--- src/rtl/f_fetch_pkg.sv ---
// Shared types and defaults for the fetch sequencer: reset/exception addresses,
// legal instruction-memory window, FSM states and the queued fetch entry.
package f_fetch_pkg;

    localparam logic [31:0] RESET_PC_DEF = 32'h0000_3000;
    localparam logic [31:0] EXC_VEC_DEF  = 32'h0000_4180;
    localparam logic [31:0] IMEM_LO_DEF  = 32'h0000_3000;
    localparam logic [31:0] IMEM_HI_DEF  = 32'h0000_6ffc;
    localparam int          Q_DEPTH_DEF  = 2;

    typedef enum logic [1:0] {WAIT, RUN, HALT} fetch_state_t;

    typedef struct packed {
        logic [31:0] pc;
        logic [31:0] instr;
        logic        adel;
    } fetch_entry_t;

    function automatic logic addr_legal(input logic [31:0] addr,
                                        input logic [31:0] lo,
                                        input logic [31:0] hi);
        return (addr[1:0] == 2'b00) && (addr >= lo) && (addr <= hi);
    endfunction

endpackage

--- src/rtl/f_fetch_queue.sv ---
// Small circular FIFO of fetch entries with synchronous flush and an occupancy count.
// Callers guarantee no push when full and no pop when empty.
module f_fetch_queue
    import f_fetch_pkg::*;
#(
    parameter int DEPTH = 2
) (
    input  logic         clk,
    input  logic         rst_n,
    input  logic         push,
    input  fetch_entry_t push_data,
    input  logic         pop,
    input  logic         flush,
    output fetch_entry_t head,
    output logic [2:0]   count
);

    localparam int AW = (DEPTH > 1) ? $clog2(DEPTH) : 1;

    fetch_entry_t    mem [DEPTH];
    logic [AW-1:0]   rd_ptr;
    logic [AW-1:0]   wr_ptr;

    function automatic logic [AW-1:0] next_ptr(input logic [AW-1:0] p);
        return (p == AW'(DEPTH - 1)) ? '0 : p + 1'b1;
    endfunction

    assign head = mem[rd_ptr];

    always_ff @(posedge clk or negedge rst_n) begin
        if (!rst_n) begin
            rd_ptr <= '0;
            wr_ptr <= '0;
            count  <= '0;
            for (int i = 0; i < DEPTH; i++) begin
                mem[i] <= '0;
            end
        end else if (flush) begin
            rd_ptr <= '0;
            wr_ptr <= '0;
            count  <= '0;
        end else begin
            if (push) begin
                mem[wr_ptr] <= push_data;
                wr_ptr      <= next_ptr(wr_ptr);
            end
            if (pop) begin
                rd_ptr <= next_ptr(rd_ptr);
            end
            count <= count + 3'(push) - 3'(pop);
        end
    end

endmodule

--- src/rtl/f_fetch_ctrl.sv ---
// Fetch sequencer: owns the fetch PC, issues in-order imem requests under a credit limit,
// drops stale responses after redirects and queues {pc, instr, adel} for decode.
// Optional FETCH_TRACE_EN prints every entry handed to decode (simulation only).
module f_fetch_ctrl
    import f_fetch_pkg::*;
#(
    parameter logic [31:0] RESET_PC = RESET_PC_DEF,
    parameter logic [31:0] EXC_VEC  = EXC_VEC_DEF,
    parameter logic [31:0] IMEM_LO  = IMEM_LO_DEF,
    parameter logic [31:0] IMEM_HI  = IMEM_HI_DEF,
    parameter int          Q_DEPTH  = Q_DEPTH_DEF
) (
    input  logic        clk,
    input  logic        rst_n,
    input  logic        exc_req,
    input  logic        eret,
    input  logic [31:0] epc,
    input  logic        br_vld,
    input  logic [31:0] br_pc,
    output logic        imem_req_valid,
    input  logic        imem_req_ready,
    output logic [31:0] imem_req_addr,
    input  logic        imem_rsp_valid,
    input  logic [31:0] imem_rsp_data,
    output logic        f_valid,
    input  logic        f_ready,
    output logic [31:0] f_pc,
    output logic [31:0] f_instr,
    output logic        f_adel
);

    fetch_state_t state;
    logic [31:0]  pc_q;
    logic [2:0]   outstanding;
    logic [2:0]   drop_cnt;

    logic         redir;
    logic [31:0]  target;
    logic         legal;
    logic         credit_ok;
    logic         req_fire;
    logic         rsp_fire;
    logic         rsp_keep;
    logic         adel_push;
    logic         q_push;
    logic         q_pop;
    fetch_entry_t q_in;
    fetch_entry_t q_head;
    fetch_entry_t pf_in;
    fetch_entry_t pf_head;
    logic [2:0]   q_count;
    logic [2:0]   pf_count;
    logic         unused_pf;

    always_comb begin
        redir  = exc_req | eret | br_vld;
        target = br_pc;
        if (exc_req) begin
            target = EXC_VEC;
        end else if (eret) begin
            target = epc;
        end
    end

    // Credits cover both requests still on the bus and entries waiting for decode.
    assign legal     = addr_legal(pc_q, IMEM_LO, IMEM_HI);
    assign credit_ok = ({1'b0, outstanding} + {1'b0, q_count}) < 4'(Q_DEPTH);

    assign imem_req_valid = (state == RUN) & ~redir & legal & credit_ok;
    assign imem_req_addr  = pc_q;
    assign req_fire       = imem_req_valid & imem_req_ready;
    assign rsp_fire       = imem_rsp_valid;
    assign rsp_keep       = rsp_fire & ~redir & (drop_cnt == 3'd0);
    assign adel_push      = (state == RUN) & ~redir & ~legal & (outstanding == 3'd0)
                          & (q_count < 3'(Q_DEPTH));

    assign f_valid = (q_count != 3'd0) & ~redir;
    assign q_pop   = f_valid & f_ready;
    assign q_push  = rsp_keep | adel_push;
    assign f_pc    = q_head.pc;
    assign f_instr = q_head.instr;
    assign f_adel  = q_head.adel;

    always_comb begin
        q_in = '0;
        if (adel_push) begin
            q_in = '{pc: pc_q, instr: 32'h0, adel: 1'b1};
        end else begin
            q_in = '{pc: pf_head.pc, instr: imem_rsp_data, adel: 1'b0};
        end
    end

    assign pf_in     = '{pc: pc_q, instr: 32'h0, adel: 1'b0};
    assign unused_pf = ^{pf_head.instr, pf_head.adel, pf_count};

    f_fetch_queue #(.DEPTH(Q_DEPTH)) u_out_q (
        .clk       (clk),
        .rst_n     (rst_n),
        .push      (q_push),
        .push_data (q_in),
        .pop       (q_pop),
        .flush     (redir),
        .head      (q_head),
        .count     (q_count)
    );

    // The PC FIFO is never flushed so it stays aligned with stale responses too.
    f_fetch_queue #(.DEPTH(Q_DEPTH)) u_pc_fifo (
        .clk       (clk),
        .rst_n     (rst_n),
        .push      (req_fire),
        .push_data (pf_in),
        .pop       (rsp_fire),
        .flush     (1'b0),
        .head      (pf_head),
        .count     (pf_count)
    );

    always_ff @(posedge clk or negedge rst_n) begin
        if (!rst_n) begin
            state       <= WAIT;
            pc_q        <= RESET_PC;
            outstanding <= '0;
            drop_cnt    <= '0;
        end else begin
            outstanding <= outstanding + 3'(req_fire) - 3'(rsp_fire);
            if (redir) begin
                state    <= RUN;
                pc_q     <= target;
                drop_cnt <= outstanding - 3'(rsp_fire);
            end else begin
                if (req_fire) begin
                    pc_q <= pc_q + 32'd4;
                end
                if (rsp_fire && (drop_cnt != 3'd0)) begin
                    drop_cnt <= drop_cnt - 3'd1;
                end
                case (state)
                    WAIT:    state <= RUN;
                    RUN:     if (adel_push) state <= HALT;
                    default: state <= state;
                endcase
            end
        end
    end

`ifdef FETCH_TRACE_EN
    always_ff @(posedge clk) begin
        if (q_pop) begin
            $display("%d@%h: %h%s", $time, f_pc, f_instr, f_adel ? " AdEL" : "");
        end
    end
`else
`endif

endmodule

--- config.mk ---
export PLATFORM = sky130hd
export DESIGN_NAME = f_fetch_ctrl
export DESIGN_NICKNAME = d
export VERILOG_FILES = /design/src/rtl/f_fetch_pkg.sv /design/src/rtl/f_fetch_queue.sv /design/src/rtl/f_fetch_ctrl.sv
export SDC_FILE = /design/constraint.sdc
export NUM_CORES = 1
export LEC_CHECK = 0
export CORE_MARGIN = 5
export CORE_UTILIZATION = 60
export CTS_CLUSTER_DIAMETER = 60
export DETAILED_ROUTE_END_ITERATION = 7
export DONT_BUFFER_PORTS = 1
export PLACE_DENSITY = 0.74
export SETUP_SLACK_MARGIN = 0.05
export SKIP_LAST_GASP = 1
export SLEW_MARGIN = 20
export SYNTH_ARGS = -nofsm -noshare
export SYNTH_HDL_FRONTEND = slang
export SYNTH_SLANG_ARGS = --single-unit
--- constraint.sdc ---
create_clock -name clk -period 4.9 [get_ports clk]
set_input_delay 0.245 -clock clk [delete_from_list [all_inputs] [get_ports clk]]
set_output_delay 0.245 -clock clk [all_outputs]
set_load 0.02 [all_outputs]
==> key figures <==
Logic synthesis
  – Synth top cells by count: dfrtp_1 (239), mux2_2 (71), a22o_1 (64), a21oi_1 (60), clkbuf_1 (57)
  – Synth Area in Compound Gates: a little under a fifth
  – Mapped Nets: roughly 1100
  – Synth async-reset ratio: 100%
  – Synth top area share: 52.3%
  – Primary FF master, synth: dfrtp_1
  – YS warnings: 0
  – Syn Area/Cell: approximately 11 um2
  – Number of flops mapped to enable cells by yosys: 0
  – Most frequent cell after synthesis: dfrtp_1
  – Post-synthesis sequential area ratio: roughly 53%
  – Synth Area in Adders: 1.95%
  – Ranking of synthesized cells by area: dfrtp_1 (52%), mux2_2 (7.0%), a22o_1 (4.9%)
  – Post-Synth XOR/XNOR Area: 0.536%
  – Synth cell types: between 50 and 60
  – Largest area contributor in the netlist: dfrtp_1
  – Largest family of logic cells by synthesized area: compound AO/OA/AOI/OAI gates
  – Mapped Area: between 10000 and 15000 um2
  – Post-synthesis mux area share: between 10% and 20%
  – Post-synthesis simple-gate area fraction: 9.72%
  – Cell count after synthesis: between 1000 and 1500
  – Seq cells post-synth: around 240

Clock network
  – Htree depth: 1
  – CTS buffer count: 25
  – TritonCTS clock tree: built
  – Post-CTS sizing: 0
  – Setup bufs post-CTS: 0
  – CTS Buffer Depth: 3
  – Hold buffer count at cts: 67
  – TritonCTS Sinks: roughly 240
  – Clock Tree Root: clkbuf_16
  – Clock latency on the worst-skew pair: about 0.52 ns
  – Worst-path clk slew: 0.06 ns

GRT
  – Met2 Use GR: between 40% and 50%
  – Final global-route overflow total: 0
  – Initial antenna violation count: 0
  – Vias in the first global route: about 8400
  – Total track usage: 27.2%
  – First-pass GRT wire length: between 40 and 50 mm
  – GR Util met1: 38.9%
  – Largest net degree at the start of global routing: between 200 and 250
  – Top Usage Layer GRT: met2
  – Grt met3 use: a little under 6%

Run status
  – Violated checks: negative hold slack
  – Status: complete, but fails checks

Die
  – Die Area: 21900 um2
  – Vert. Die Dim: about 150 um
  – Std cell rows: 50
  – I/O pins: 203
  – Die Wd: roughly 150 um
  – Core ar.: roughly 19000 um2
  – Initial core utilization: approximately three fifths

Critical path
  – Reg2reg end: outstanding[2]$_DFF_PN0_
  – Critical path fanouts, max: 50
  – CP required: 5.30 ns
  – Crit. End Element: flip-flop
  – Worst EP arrival: around 4.1 ns
  – Worst r2r src: imem_req_addr[29]$_DFFE_PN0P_
  – CP Class: in -> reg
  – Worst r2r path cells: 12
  – CP startpoint: eret
  – Setup crit end: u_out_q.mem[29]$_DFFE_PN0P_
  – Startpoint Class: input pin
  – FF-to-FF setup slack: about 1.4 ns

Pwr
  – Combinational power share: between 10% and 20%
  – Int Power: between 3 and 4 mW
  – Sequential power share: 46.6%
  – Clock power frac: 36.9%
  – Overall power: 4.97 mW
  – VDD IR max: ~0.28 mV
  – Switching pwr: around 1.4 mW
  – Static leakage: just over 6 nW
  – Switch share: about 29%
  – PwrDens: 383 nW/um2

Timing
  – Minimum hold slack: -0.577 ns
  – Final hold violation count: 241
  – Max_slew headroom: roughly a quarter
  – RSZ-0062 raised after global routing: false
  – Period utilisation layout: approximately three quarters
  – Setup tns final: 0 ns
  – Max Fclk: around 270 MHz
  – Clock skew: 0.0117 ns
  – Worst-Margin Slew: ~1.1 ns
  – Final min period: around 3.7 ns
  – # setup viols final: 0
  – Slew Limit Fails: 0

Cells and area
  – Nets: roughly 1200
  – Diodes inserted: 0
  – Area delta synth->final: 13.4%
  – Non-filler cells, final: 1284
  – End-of-flow core utilization: 69.1%
  – Post-route standard cell area excluding fillers: roughly 13000 um2
  – Layout cells sized above 1: about 17%

Placed design
  – PortBufs: 0
  – Inst Count DP: approximately 1200
  – Post-DP HPWL: approximately 18 mm
  – Final GP Congestion: between 0.8 and 0.9
  – DP Area: 11500 um2

Job
  – Max-Cap Viols: 0

Route
  – DRT Pass-1 Iters: 5
  – Average wire per standard cell: 23.4 um
  – Vias per Instance: ~6.5
  – Total detailed-routing wirelength: 30.0 mm
  – DRC: 0
  – Initial DRC count: between 600 and 700
  – Routed via count: approximately 8300
  – Routed Antenna Nets: 0

Hold path
  – Min-Delay Path Class: in -> async
[layout by cell type (no fill, tap or decap), types with 33 or more instances in the layout]
cell	netlist	layout
nor2_1	40	37
dfrtp_1	239	238
dlygate4sd3_1	0	67
o21ai_0	34	33
o32ai_1	34	34
inv_1	52	52
a21oi_1	60	59
a22o_1	64	64
nand2_1	48	47
mux2_2	71	71
[power groups by stage]
| stage | logic [mW] | clock network (mW) | registers, mW |
|---|---|---|---|
| floorplan | 0.639 | 0 | 2.30 |
| global placement | 0.745 | 0 | 2.34 |
| detailed placement | 0.761 | 0 | 2.35 |
| CTS | 0.821 | 1.86 | 2.31 |
| global route | 0.896 | 1.95 | 2.33 |
| finish | 0.821 | 1.83 | 2.31 |
[worst max-delay path: stages]
cell           delay (ns)
dlygate4sd3_1        0.84
nor3_4               0.83
and3_1               0.36
o21a_2               0.80
buf_4                0.38
o21ai_2              0.08
buf_4                0.25
a22o_1               0.30
[sequential cells by signal (all words and copies together) (netlist names), 2 cells and up]
signal         flops
imem_req_addr     32
outstanding        3
u_out_q.count      3
u_out_q.mem      130
u_pc_fifo.mem     64
drop_cnt           3
state              2
[final cells by class]
cell class / instances / area (um2)
Clock buffer: 41 / 776
Clock inverter: 3 / 15.0
Fill cell: 1371 / 5790
Inverter: 53 / 199
Multi-Input combinational cell: 630 / 4870
Sequential cell: 241 / 6040
Tap cell: 234 / 293
Timing Repair Buffer: 82 / 783
[cell families after synthesis]
| kind of cell | after synthesis |
|---|---|
| AOI/OAI and AO/OA | 273 |
| DFF | 241 |
| and+or+nand+nor | 209 |
| buffers and inverters | 140 |
| muxes | 125 |
| adders and majority gates | 16 |
| xor gates and xnor gates | 7 |
[metrics by stage]
stage	setup slack, ns	hold slack [ns]
6_report	1.17	-0.577
5_1_grt	0.997	-0.594
4_1_cts	1.25	-0.586
3_5_place_dp	1.57	-0.0389
3_3_place_gp	1.62	-0.0392
2_1_floorplan	1.71	-0.0506
[worst min path at each step]
stage / from / slack [ns] / to / depth (start not counted)
6_report: rst_n / -0.58 / u_pc_fifo.mem[61]$_DFFE_PN0P_ / 0
5_1_grt: rst_n / -0.59 / u_out_q.mem[128]$_DFFE_PN0P_ / 0
4_1_cts: rst_n / -0.59 / u_pc_fifo.mem[61]$_DFFE_PN0P_ / 0
3_5_place_dp: rst_n / -0.04 / u_out_q.mem[128]$_DFFE_PN0P_ / 0
3_3_place_gp: rst_n / -0.04 / u_pc_fifo.mem[63]$_DFFE_PN0P_ / 0
2_1_floorplan: rst_n / -0.05 / drop_cnt[0]$_DFFE_PN0P_ / 0
[per-layer routing]
metal | up-vias | routed length [um]
met2 | 362 | 14100
met4 | 0 | 894
li1 | 3743 | -
met1 | 4146 | 12700
met3 | 71 | 2400
met5 | - | 0
Power figures use the tool's default switching activity.
